File: src/rtl/wb_commit_unit.sv
// Writeback/commit stage: selects the in-order result, extracts and extends
// load data, and shares the single registered regfile write port with a small
// long-latency result FIFO. Also counts retired in-order instructions.
module wb_commit_unit #(
  parameter int XLEN     = 32,
  parameter int LL_DEPTH = 4,
  parameter int CNT_W    = 64
) (
  input  logic                        clk,
  input  logic                        rst,
  input  logic                        pipe_valid,
  input  logic [2:0]                  pipe_sel,
  input  logic [2:0]                  pipe_funct3,
  input  logic [1:0]                  pipe_addr_lo,
  input  logic [4:0]                  pipe_rd,
  input  logic [XLEN-1:0]             pipe_alu,
  input  logic                        pipe_br_en,
  input  logic [XLEN-1:0]             pipe_uimm,
  input  logic [XLEN-1:0]             pipe_mdr,
  input  logic [XLEN-1:0]             pipe_pc,
  input  logic                        ll_valid,
  output logic                        ll_ready,
  input  logic [4:0]                  ll_rd,
  input  logic [XLEN-1:0]             ll_data,
  output logic                        rf_we,
  output logic [4:0]                  rf_rd,
  output logic [XLEN-1:0]             rf_wdata,
  output logic                        load_err,
  output logic [$clog2(LL_DEPTH):0]   ll_count,
  output logic [CNT_W-1:0]            instret
);

  localparam int PW = $clog2(LL_DEPTH);
  localparam int CW = PW + 1;

  localparam logic [2:0] SEL_ALU   = 3'd0;
  localparam logic [2:0] SEL_BR    = 3'd1;
  localparam logic [2:0] SEL_UIMM  = 3'd2;
  localparam logic [2:0] SEL_LOAD  = 3'd3;
  localparam logic [2:0] SEL_PC4   = 3'd4;

  logic [7:0]      byte_v;
  logic [15:0]     half_v;
  logic [31:0]     word_v;
  logic [XLEN-1:0] load_v;
  logic            ld_bad;
  logic [XLEN-1:0] pipe_v;
  logic            sel_bad;
  logic            load_err_c;
  logic            pipe_take;
  logic            fifo_empty;
  logic            pop;
  logic            bypass;
  logic            push;
  logic            we_n;
  logic [4:0]      rd_n;
  logic [XLEN-1:0] wdata_n;

  logic [4:0]      fifo_rd   [LL_DEPTH];
  logic [XLEN-1:0] fifo_data [LL_DEPTH];
  logic [PW-1:0]   rd_ptr;
  logic [PW-1:0]   wr_ptr;

  // Load lane extraction and sign/zero extension; flags misaligned or illegal types.
  always_comb begin
    byte_v = 8'h00;
    ld_bad = 1'b0;
    load_v = '0;
    case (pipe_addr_lo)
      2'd0:    byte_v = pipe_mdr[7:0];
      2'd1:    byte_v = pipe_mdr[15:8];
      2'd2:    byte_v = pipe_mdr[23:16];
      default: byte_v = pipe_mdr[31:24];
    endcase
    half_v = pipe_addr_lo[1] ? pipe_mdr[31:16] : pipe_mdr[15:0];
    word_v = pipe_mdr[31:0];
    case (pipe_funct3)
      3'b000: load_v = XLEN'($signed(byte_v));
      3'b100: load_v = XLEN'(byte_v);
      3'b001: begin
        load_v = XLEN'($signed(half_v));
        ld_bad = pipe_addr_lo[0];
      end
      3'b101: begin
        load_v = XLEN'(half_v);
        ld_bad = pipe_addr_lo[0];
      end
      3'b010: begin
        load_v = XLEN'($signed(word_v));
        ld_bad = (pipe_addr_lo != 2'b00);
      end
      default: ld_bad = 1'b1;
    endcase
  end

  // In-order result select.
  always_comb begin
    pipe_v  = '0;
    sel_bad = 1'b0;
    case (pipe_sel)
      SEL_ALU:  pipe_v = pipe_alu;
      SEL_BR:   pipe_v = XLEN'(pipe_br_en);
      SEL_UIMM: pipe_v = pipe_uimm;
      SEL_LOAD: pipe_v = load_v;
      SEL_PC4:  pipe_v = pipe_pc + XLEN'(4);
      default:  sel_bad = 1'b1;
    endcase
  end

  // Write-slot arbitration: pipeline first, then FIFO head, then direct bypass.
  always_comb begin
    load_err_c = pipe_valid && (pipe_sel == SEL_LOAD) && ld_bad;
    pipe_take  = pipe_valid && (pipe_rd != 5'd0) && !load_err_c && !sel_bad;
    fifo_empty = (ll_count == '0);
    ll_ready   = rst && (ll_count < CW'(LL_DEPTH));
    pop        = !pipe_take && !fifo_empty;
    bypass     = !pipe_take && fifo_empty && ll_valid && ll_ready;
    push       = ll_valid && ll_ready && !bypass;
    we_n       = 1'b0;
    rd_n       = 5'd0;
    wdata_n    = '0;
    if (pipe_take) begin
      we_n    = 1'b1;
      rd_n    = pipe_rd;
      wdata_n = pipe_v;
    end else if (pop) begin
      we_n    = (fifo_rd[rd_ptr] != 5'd0);
      rd_n    = fifo_rd[rd_ptr];
      wdata_n = fifo_data[rd_ptr];
    end else if (bypass) begin
      we_n    = (ll_rd != 5'd0);
      rd_n    = ll_rd;
      wdata_n = ll_data;
    end
  end

  // Registered regfile write port, load error pulse and retired count.
  always_ff @(posedge clk or negedge rst) begin
    if (!rst) begin
      rf_we    <= 1'b0;
      rf_rd    <= 5'd0;
      rf_wdata <= '0;
      load_err <= 1'b0;
      instret  <= '0;
    end else begin
      rf_we    <= we_n;
      rf_rd    <= rd_n;
      rf_wdata <= wdata_n;
      load_err <= load_err_c;
      if (pipe_valid) instret <= instret + CNT_W'(1);
    end
  end

  // FIFO pointers and occupancy; pointers wrap naturally at the power-of-2 depth.
  always_ff @(posedge clk or negedge rst) begin
    if (!rst) begin
      rd_ptr   <= '0;
      wr_ptr   <= '0;
      ll_count <= '0;
    end else begin
      if (push) wr_ptr <= wr_ptr + PW'(1);
      if (pop)  rd_ptr <= rd_ptr + PW'(1);
      case ({push, pop})
        2'b10:   ll_count <= ll_count + CW'(1);
        2'b01:   ll_count <= ll_count - CW'(1);
        default: ll_count <= ll_count;
      endcase
    end
  end

  // FIFO storage; contents are don't-care until pushed.
  always_ff @(posedge clk) begin
    if (push) begin
      fifo_rd[wr_ptr]   <= ll_rd;
      fifo_data[wr_ptr] <= ll_data;
    end
  end

  // Illegal result select on a retiring instruction stops simulation.
  always @(posedge clk) begin
    if (rst) assert (!(pipe_valid && sel_bad))
      else $fatal(1, "wb_commit_unit: illegal pipe_sel %0d", pipe_sel);
  end

endmodule

File: config.mk
export PLATFORM = sky130hd
export DESIGN_NAME = wb_commit_unit
export DESIGN_NICKNAME = d
export VERILOG_FILES = /design/src/rtl/wb_commit_unit.sv
export SDC_FILE = /design/constraint.sdc
export NUM_CORES = 1
export LEC_CHECK = 0
export ABC_AREA = 1
export CAP_MARGIN = 20
export CORE_ASPECT_RATIO = 1.75
export CORE_MARGIN = 3
export CORE_UTILIZATION = 53
export CTS_CLUSTER_DIAMETER = 30
export CTS_CLUSTER_SIZE = 28
export DETAILED_ROUTE_END_ITERATION = 16
export PLACE_DENSITY = 0.89
export SETUP_SLACK_MARGIN = 0.3
export SLEW_MARGIN = 10
export SYNTH_ARGS = -nofsm -noshare
export SYNTH_HDL_FRONTEND = slang
export SYNTH_SLANG_ARGS = --single-unit
File: constraint.sdc
create_clock -name clk -period 3.64 [get_ports clk]
set_clock_uncertainty 0.05 [all_clocks]
set_input_delay 0.728 -clock clk [delete_from_list [all_inputs] [get_ports clk]]
set_output_delay 0.728 -clock clk [all_outputs]
set_load 0.1 [all_outputs]
==> results_dict.tcl, run 1 <==
set metrics [dict create \
    synth_async_sr_flop_share_pct 42.6 \
    grt_max_degree 76 \
    power_density_cells_nw_per_um2 665 \
    areaGrowthSynthToFinish_pct 30.8 \
    cap_viol_max_count 0 \
    post-synth-top-area-fraction_pct 30.3 \
    tns_ns 0 \
    required_ns 2.86 \
    synth_ff_type "sky130_fd_sc_hd__edfxtp_1" \
    reg2reg_setup_slack_ns 1.14 \
    final_net_count 2430 \
    via_count 15200 \
    tritoncts_clock_tree "yes" \
    yosys.cell_types.count 40 \
    final.min_clock_period_ns 2.97 \
    switching_share_pct 44.8 \
    wl_per_cell_um 20.7 \
    worst-path-buf-inv 1 \
    synth_area_per_cell_um2 7.52 \
    cts_buffer_depth 3 \
    setup_viols_final 0 \
    pre_cts_ws_ns 0.290 \
    drt-initial-drc-count 1593 \
    critPathSlowestCell "sky130_fd_sc_hd__clkdlybuf4s50_1" \
    cp-start-kind "flip-flop" \
    finish.cell_count_without_fillers 2631 \
    clk_transition_reported_paths_ns 0.07 \
    slew_headroom_pct 29.7 \
    diodes_inserted 0 \
    cts_inserted_buffers 36 \
    dp_hpwl_um 39900 \
    yosysWarnings 0 \
    net-switching-power_uw 5710 \
    fp.dieH_um 226 \
    final_critical_path_share_of_the_clock_period_pct 81.5 \
    synth.largest_area_cell "sky130_fd_sc_hd__edfxtp_1" \
    postSynthNetCount 2138 \
    die_area_um2 29700 \
    cellInternalPower_uw 7040 \
    clkLatencyLatePin_ns 0.54 \
    timing.critical_path.arrival_ns 2.19 \
    io_buffer_count 289 \
    global_route_wire_length_before_repair_um 82200 \
    synth.most_common_cell "sky130_fd_sc_hd__nand2_1" \
    holdWs_ns 0.232 \
    yosys-top-cells-area "sky130_fd_sc_hd__edfxtp_1 30%, sky130_fd_sc_hd__dfrtp_1 19%, sky130_fd_sc_hd__nand2_1 18%" \
    chipWidth_um 132 \
    worst_setup_path_end_kind "primary output" \
    timing.rr.start "ll_count[0]" \
    post_drt_via_cell_ratio 5.76 \
    pin_count 290 \
    timing.hold.worst.class "in2async" \
    ys_seq_elements 258 \
    cp_slowest_stage_delay_ns 1.19 \
    cp.depth 1 \
    setup_repair_after_global_routing_missed_its_margin "false" \
    grt_pass1_vias 15100 \
    worst_slew_pin_slew_ns 1.05 \
    netlist_instances 1947 \
    ctsResizeCount 0 \
    detail_route.first_pass.iterations 6 \
    start_util_pct 54.5 \
    p_total_uw 12800 \
    power.share.combinational_pct 42.3 \
    timing_max_transition_violations_final 0 \
    clock-root-buffer "sky130_fd_sc_hd__clkbuf_16" \
    place.detailed.instances 2564 \
    synth-seq-area-share_pct 49.1 \
    clock_sink_count 258 \
    maxUsedRoutingLayer "met5" \
    placeableCoreArea_um2 26900 \
    synth_top_cells_by_count "706 x sky130_fd_sc_hd__nand2_1, 296 x sky130_fd_sc_hd__nor2_1, 177 x sky130_fd_sc_hd__inv_1" \
    syn-cell-area_um2 14600 \
    final_hold_viol_count 0 \
    number_of_remaining_drc_errors 0 \
    count_of_flip_flops_with_a_built_in_enable_after_synthesis 148 \
    met2WireLength_um 27300 \
    drive_gt1_share_pct 7.72 \
    cell_type_group_with_the_largest_total_delay_on_the_critical_path "buffers and inverters" \
    cell_by_cell_trace_of_the_critical_path "clkdlybuf4s50_1" \
    globalRoute.totalOverflow 0 \
    grt_util_all_layers_pct 36.0 \
    total_leakage_power_uw 0.00825 \
    postCtsHoldBufs 0 \
    seq_power_share_pct 29.6 \
    setup_ws_ns 0.674 \
    rows 79 \
    r2r_end "rf_wdata[13]" \
    worstSetupPathType "reg2out" \
    grt_antenna_before_repair 1 \
    drt_wl_total_um 54400 \
    ir_worst_vdd_uv 680 \
    reg2reg_depth 5 \
    clock.fmax_ghz 0.337 \
    place_congestion 0.998 \
    crit_path_max_fanout 7 \
    cts-htree-levels 2 \
    met3_length_um 4850 \
    power_share_of_the_clock_group_pct 28.1 \
    antenna_violating_nets_post_route 0 \
    m1WireLength_um 17100 \
    run_status "completed" \
    cts_setup_buffers 0 \
]
==> flip-flops by register name (all words and copies together), names as in the netlist <==
signal / cells
rd_ptr: 2
rf_wdata: 32
fifo_rd: 20
load_err: 1
rf_we: 1
rf_rd: 5
instret: 64
ll_count: 3
fifo_data: 128
wr_ptr: 2
==> cell type report <==
| cell class | instances | area (um^2) |
|---|---|---|
| clock inverter | 24 | 269 |
| timing repair buffer | 320 | 3100 |
| multi-input combinational | 1436 | 6470 |
| clock buffer | 42 | 965 |
| sequential | 258 | 7200 |
| tap | 364 | 455 |
| fill | 2105 | 7720 |
| inverter | 187 | 702 |
==> power groups by stage <==
stage | clock, uW | sequential, uW | combinational [uW]
final | 3580 | 3780 | 5390
after floorplan | 0 | 5680 | 1740
after detailed placement | 0 | 3800 | 5200
after CTS | 3590 | 3770 | 5280
after global routing | 3710 | 3790 | 5650
after global placement | 0 | 3800 | 5070
==> worst max-delay path by stage <==
| stage | from | end | slack, ns |
|---|---|---|---|
| after floorplan | rst | ll_count[2] | 0.42 |
| after global placement | pipe_sel[2] | ll_count[2] | 0.37 |
| after detailed placement | pipe_sel[2] | ll_count[2] | 0.29 |
| after CTS | instret[55] | instret[55] | 0.66 |
| after global routing | pipe_sel[2] | ll_count[2] | 0.62 |
| final | instret[57] | instret[57] | 0.67 |
==> per-stage QoR <==
stage / cell area (um^2) / util (%)
detailed placement: 17900 / 66.6
floorplan: 14700 / -
finish: 19200 / 71.3
global placement: 17900 / 66.6
global route: 19200 / 71.3
CTS: 19100 / 71.2
==> routing by layer <==
metal / vias up / GRT usage (%)
met4: 2 / 28.5
li1: 6873 / -
met1: 6969 / 36.8
met3: 317 / 6.91
met5: - / 0
met2: 1003 / 64.0
==> cell families after synthesis <==
kind of cell	count (synthesis)	share of synthesized area (%)
adder cells (fa/ha/maj)	8	0.735
buffers and inverters	253	6.98
flip-flops	258	49.1
AO/OA/AOI/OAI	141	5.82
AND/OR/NAND/NOR	1244	34.8
XOR/XNOR	43	2.57
==> cell usage in the layout (no fill, tap or decap), drive strengths merged, types with 11 or more instances in the layout <==
cell type        n
a21oi           21
nand3          170
dfrtp          110
edfxtp         148
xor2            22
clkdlybuf4s50  255
buf             65
nor3            11
nand2          711
nor2           315
o311ai          25
inv            195
xnor2           21
nand4           28
o21ai           71
clkbuf          42
No activity file was read; power rests on OpenSTA's default activity.
==> inputs of run 2 (changes only) <==
==> constraint.sdc (replaced) <==
create_clock -name clk -period 3 [get_ports clk]
set_clock_uncertainty 0.05 [all_clocks]
set_input_delay 0.6 -clock clk [delete_from_list [all_inputs] [get_ports clk]]
set_output_delay 0.6 -clock clk [all_outputs]
set_load 0.1 [all_outputs]
==> run 2 against run 1 <==
Sequential power rose by 21%. Clock power up 25%. Register-to-register slack worse by 0.62 ns. Hold slack worse by 0.020 ns. Clock-buffer cell count increased by 3. Cell area up 0.72%. Sequential cell count unchanged. Wire length shrank 0.54%. Non-clock buffer count is 21 higher. Final cell count up 0.95%. Die area unchanged. Via count is 1.0% lower. Critical path type is now reg2reg. Largest cell class unchanged. Largest power group unchanged.
==> results_dict.tcl, run 2 (same netlist as run 1, synthesis figures left out) <==
set metrics [dict create \
    final_hold_viol_count 0 \
    cts_buffer_depth 3 \
    most-common-layout-cells "705 x sky130_fd_sc_hd__nand2_1, 290 x sky130_fd_sc_hd__nor2_1, 181 x sky130_fd_sc_hd__clkdlybuf4s50_1, 175 x sky130_fd_sc_hd__inv_1, 168 x sky130_fd_sc_hd__nand3_1" \
    worst_setup_path_startpoint "ll_count[0]" \
    timing.critical_path.arrival_ns 2.89 \
    dp_hpwl_um 39600 \
    tritoncts_clock_tree "yes" \
    clk_transition_reported_paths_ns 0.06 \
    drt_wl_total_um 54100 \
    global_route_wire_length_before_repair_um 81800 \
    place_congestion 1.06 \
    ctsResizeCount 0 \
    cap_viol_max_count 0 \
    top_register "fifo_data" \
    grt_max_degree 76 \
    net-switching-power_uw 6980 \
    clock_sink_count 258 \
    switching_share_pct 44.8 \
    postCtsHoldBufs 0 \
    antenna_violating_nets_post_route 0 \
    critPathSlowestCell "sky130_fd_sc_hd__o311ai_0" \
    pin_count 290 \
    start_util_pct 54.5 \
    final_critical_path_share_of_the_clock_period_pct 82.6 \
    reg2reg_setup_slack_ns 0.52 \
    grt_pass1_vias 15100 \
    ir_worst_vdd_uv 811 \
    clock-root-buffer "sky130_fd_sc_hd__clkbuf_16" \
    placeableCoreArea_um2 26900 \
    drive_gt1_share_pct 12.0 \
    cp_slowest_stage_delay_ns 0.78 \
    number_of_remaining_drc_errors 0 \
    cell_by_cell_trace_of_the_critical_path "nor2_4 -> buf_4 -> inv_1 -> o311ai_0 -> nand2_1 -> inv_1" \
    clock.fmax_ghz 0.403 \
    worst-path-buf-inv 3 \
    layout_top_registers "fifo_data (128), instret (64), rf_wdata (32)" \
    seq_power_share_pct 29.5 \
    finish.cell_count_without_fillers 2656 \
    fillCellCount 2057 \
    cell_type_group_with_the_largest_total_delay_on_the_critical_path "buffers and inverters" \
    cts-htree-levels 2 \
    power_share_of_the_clock_group_pct 28.9 \
    worst_setup_path_end_kind "flip-flop" \
    p_total_uw 15600 \
    rows 79 \
    grt_antenna_before_repair 0 \
    reg2reg_depth 6 \
    detail_route.first_pass.iterations 6 \
    die_area_um2 29700 \
    io_buffer_count 289 \
    run_status "completed" \
    worstSetupPathType "reg2reg" \
    tns_ns 0 \
    post_drt_via_cell_ratio 5.65 \
    power.share.combinational_pct 41.6 \
    stdcell_area_um2 19300 \
    most_frequent_cp_cell "sky130_fd_sc_hd__inv_1" \
    cts_setup_buffers 0 \
    timing.hold.worst.class "in2async" \
    power_density_cells_nw_per_um2 806 \
    cp-start-kind "flip-flop" \
    worst_slew_pin_slew_ns 0.971 \
    slew_headroom_pct 35.2 \
    number_of_flip_flops_under_the_largest_register_name 128 \
    final.min_clock_period_ns 2.48 \
    setup_repair_after_global_routing_missed_its_margin "false" \
    grt_util_all_layers_pct 35.4 \
    cts_inserted_buffers 38 \
    fp.dieH_um 226 \
    chipWidth_um 132 \
    via_count 15000 \
    globalRoute.totalOverflow 0 \
    wl_per_cell_um 20.4 \
    placedInstanceArea_um2 18000 \
    place.detailed.instances 2586 \
    required_ns 3.41 \
    areaGrowthSynthToFinish_pct 31.8 \
    clkLatencyLatePin_ns 0.55 \
    timing.rr.start "ll_count[0]" \
    mostFrequentLayoutCell "sky130_fd_sc_hd__nand2_1" \
    total_leakage_power_uw 0.00852 \
    drt-initial-drc-count 1377 \
    timing_max_transition_violations_final 0 \
    r2r_end "rf_wdata[22]" \
    crit_path_max_fanout 25 \
    setup_viols_final 0 \
    final_net_count 2453 \
    cellInternalPower_uw 8590 \
]
==> run 2: changes by cell type in the layout (fill, tap and decap cells not counted), moves of 2 or more <==
cell | previous run | this run
sky130_fd_sc_hd__clkbuf_1 | 3 | 5
sky130_fd_sc_hd__clkinvlp_4 | 4 | 2
sky130_fd_sc_hd__buf_4 | 61 | 152
sky130_fd_sc_hd__buf_12 | 3 | 8
sky130_fd_sc_hd__clkbuf_16 | 37 | 39
sky130_fd_sc_hd__inv_8 | 5 | 1
sky130_fd_sc_hd__clkdlybuf4s50_1 | 255 | 181
sky130_fd_sc_hd__clkinv_8 | 0 | 5
==> run 2: worst max-delay path by stage <==
| stage | endpoint | cells after the start |
|---|---|---|
| 4_1_cts | ll_count[2] | 13 |
| 3_3_place_gp | ll_count[2] | 13 |
| 5_1_grt | ll_count[2] | 13 |
| 3_5_place_dp | ll_count[2] | 13 |
| 2_1_floorplan | ll_count[2] | 12 |
| 6_report | rf_wdata[22] | 6 |
==> run 2: cell type report <==
cell class                 instances  area, um^2  share of cell area [%]
clock inverter                    24         295                    1.53
sequential                       258        7200                    37.3
clock buffer                      45        1010                    5.22
inverter                         187         707                    3.66
tap                              364         455                    2.36
antenna                            1        2.50                  0.0130
multi-input combinational       1436        6520                    33.8
timing repair buffer             341        3110                    16.1
==> run 2: metal layers <==
layer,track usage [%],up-vias,routed length (um),part of all wire [%]
met3,6.49,236,4750,8.8
met4,24.1,0,4500,8.3
li1,-,6910,-,-
met2,65.4,937,27800,51
met1,36.1,6929,17000,31
met5,0,-,0,0
==> run 2: stage by stage <==
stage | util, % | hold slack [ns] | setup slack, ns
after global placement | 66.9 | 0.448 | 0.140
after global routing | 71.8 | 0.271 | 0.403
after floorplan | - | 0.254 | 0.290
after detailed placement | 66.9 | 0.458 | 0.103
after CTS | 71.8 | 0.218 | 0.582
final | 71.8 | 0.212 | 0.521
==> run 2: power groups by stage <==
stage / clock (uW) / combinational (uW) / sequential, uW
after floorplan: 0 / 2140 / 6900
after global placement: 0 / 6140 / 4620
after detailed placement: 0 / 6320 / 4620
after CTS: 4510 / 6410 / 4580
after global routing: 4670 / 6770 / 4620
final: 4490 / 6480 / 4590
==> inputs of run 3 (changes only) <==
==> constraint.sdc (replaced) <==
create_clock -name clk -period 2.5 [get_ports clk]
set_clock_uncertainty 0.05 [all_clocks]
set_input_delay 0.5 -clock clk [delete_from_list [all_inputs] [get_ports clk]]
set_output_delay 0.5 -clock clk [all_outputs]
set_load 0.1 [all_outputs]
==> run 3 against run 2 <==
Global-route usage grew 0.66 points. Critical endpoint is now ll_count[2]. Utilization up 2.5 points. Sequential cell count unchanged. Wire length increased by 2.7%. Sequential power grew 20%. Die area unchanged. Clock power rose by 20%. Combinational power rose by 22%. Largest power group unchanged. Hold slack got worse by 0.12 ns. Clock-buffer cell count down 7.
==> results_dict.tcl, run 3 (same netlist as run 1, synthesis figures left out) <==
set metrics [dict create \
    global_route_wire_length_before_repair_um 82900 \
    setup_repair_after_global_routing_missed_its_margin "true" \
    fp.dieH_um 226 \
    worst_setup_path_end_kind "flip-flop" \
    final.min_clock_period_ns 2.14 \
    clock.fmax_ghz 0.467 \
    most-common-layout-cells "705 x sky130_fd_sc_hd__nand2_1, 286 x sky130_fd_sc_hd__nor2_1, 212 x sky130_fd_sc_hd__buf_4, 174 x sky130_fd_sc_hd__inv_1, 172 x sky130_fd_sc_hd__clkdlybuf4s50_1" \
    placeableCoreArea_um2 26900 \
    grt_max_degree 76 \
    reg2reg_setup_slack_ns 0.36 \
    grt.met3_usage_pct 6.04 \
    number_of_remaining_drc_errors 0 \
    cts-htree-levels 2 \
    start_util_pct 54.5 \
    timing.critical_path.arrival_ns 2.51 \
    stdcell_area_um2 20000 \
    wl_per_cell_um 20.4 \
    chipWidth_um 132 \
    worst_setup_path_startpoint "ll_count[2]" \
    cts_inserted_buffers 36 \
    dp_hpwl_um 41700 \
    postCtsHoldBufs 0 \
    grt_busiest_layer "met2" \
    slew_headroom_pct 45.5 \
    cp-start-kind "flip-flop" \
    final_hold_viol_count 0 \
    crit_path_max_fanout 11 \
    clock_sink_count 258 \
    cts_buffer_depth 3 \
    number_of_flip_flops_under_the_largest_register_name 128 \
    postLayoutCoreUtil_pct 74.3 \
    grt_antenna_before_repair 0 \
    grt_util_met2_pct 67.5 \
    worst_slew_pin_slew_ns 0.817 \
    power_density_cells_nw_per_um2 944 \
    required_ns 2.87 \
    top_register "fifo_data" \
    place.detailed.instances 2652 \
    die_area_um2 29700 \
    detail_route.first_pass.iterations 6 \
    clkLatencyLatePin_ns 0.55 \
    layout_top_registers "fifo_data (128), instret (64), rf_wdata (32)" \
    finish.cell_count_without_fillers 2721 \
    placedInstanceArea_um2 18600 \
    drt_wl_total_um 55500 \
    grt_util_all_layers_pct 36.1 \
    fillCellCount 1934 \
    r2r_end "ll_count[2]" \
    reg2reg_depth 11 \
    final_critical_path_share_of_the_clock_period_pct 85.6 \
    grt.met1_usage_pct 37.3 \
    timing_max_transition_violations_final 0 \
    drive_gt1_share_pct 15.6 \
    clk_transition_reported_paths_ns 0.07 \
    pin_count 290 \
    clock-root-buffer "sky130_fd_sc_hd__clkbuf_16" \
    holdWs_ns 0.0928 \
    tritoncts_clock_tree "yes" \
    ir_worst_vdd_uv 968 \
    worstSetupEndpoint "ll_count[2]" \
    setup_viols_final 0 \
    worstSetupPathType "reg2reg" \
    cap_viol_max_count 0 \
    p_total_uw 18900 \
    globalRoute.totalOverflow 0 \
    areaGrowthSynthToFinish_pct 36.3 \
    timing.rr.start "ll_count[2]" \
    final_net_count 2520 \
    mostFrequentLayoutCell "sky130_fd_sc_hd__nand2_1" \
    io_buffer_count 289 \
    via_count 15400 \
    drt-initial-drc-count 1462 \
    timing.hold.worst.class "in2async" \
    rows 79 \
    place_congestion 1.02 \
    run_status "completed" \
    total_leakage_power_uw 0.00893 \
    antenna_violating_nets_post_route 0 \
    grt_pass1_vias 15100 \
    post_drt_via_cell_ratio 5.65 \
]
## run 3: changes by cell type in the layout (fill, tap and decap cells not counted), moves of 5 or more
cell | before | now
sky130_fd_sc_hd__clkbuf_1 | 5 | 0
sky130_fd_sc_hd__dfrtp_2 | 1 | 12
sky130_fd_sc_hd__inv_8 | 1 | 6
sky130_fd_sc_hd__buf_12 | 8 | 16
sky130_fd_sc_hd__clkdlybuf4s50_1 | 181 | 172
sky130_fd_sc_hd__buf_4 | 152 | 212
sky130_fd_sc_hd__dlymetal6s2s_1 | 0 | 6
sky130_fd_sc_hd__dfrtp_1 | 108 | 97
## run 3: power breakdown
group          internal, uW  leakage, uW  switching (uW)
clock network          3240     0.000630            2170
logic                  2040      0.00556            5890
registers              5130      0.00274             383
total                 10400      0.00893            8450
## run 3: worst min-delay path by stage
stage                  end  slack (ns)  cells past startpoint  startpoint
6_report       instret[15]        0.09                      2         rst
5_1_grt        rf_wdata[0]        0.14                      2         rst
4_1_cts        rf_wdata[1]        0.11                      2         rst
3_5_place_dp    instret[9]        0.44                      1  instret[9]
3_3_place_gp    instret[1]        0.45                      2  instret[1]
2_1_floorplan   instret[0]        0.15                      0         rst
## run 3: cell type report
cell class              instances  area [um^2]  share of cell area (%)
diodes                          1         2.50                  0.0125
clock buffers                  38          928                    4.65
clock inverters                27          358                    1.79
inverters                     187          707                    3.54
multi-input cells            1436         6550                    32.8
flip-flops and latches        258         7220                    36.1
well taps                     364          455                    2.28
repair buffers                410         3750                    18.8
## run 3: through the flow
step                      TNS (ns)  setup slack (ns)
after floorplan             -13.08            -0.207
after CTS                        0             0.303
after global routing             0             0.267
final                            0             0.359
after detailed placement    -39.12            -0.330
after global placement      -28.92            -0.300
## run 3: per-layer routing
layer | routed length, um | part of all wire [%] | vias to the layer above
met1 | 17500 | 31 | 7103
met4 | 4210 | 7.6 | 0
met5 | 0 | 0 | -
met3 | 4810 | 8.7 | 241
met2 | 29000 | 52 | 1002
li1 | - | - | 7033
## run 3: repair_timing
item,CTS,global route
endpoints found under the setup margin,3,162
buffers inserted,0,3
gates resized for setup,6,17
pin swaps,1,7
## run 3: critical path, stage by stage, from the launching register on
cell and delay (ns):
sky130_fd_sc_hd__dfrtp_4 0.52, sky130_fd_sc_hd__nor2_4 0.15, sky130_fd_sc_hd__nand2_4 0.09, sky130_fd_sc_hd__clkinv_4 0.13, sky130_fd_sc_hd__nand3_4 0.12, sky130_fd_sc_hd__nand2_8 0.09
sky130_fd_sc_hd__ha_4 0.12, sky130_fd_sc_hd__inv_2 0.04, sky130_fd_sc_hd__fa_2 0.36, sky130_fd_sc_hd__a21oi_2 0.12, sky130_fd_sc_hd__o21ai_1 0.08, sky130_fd_sc_hd__xor2_1 0.15
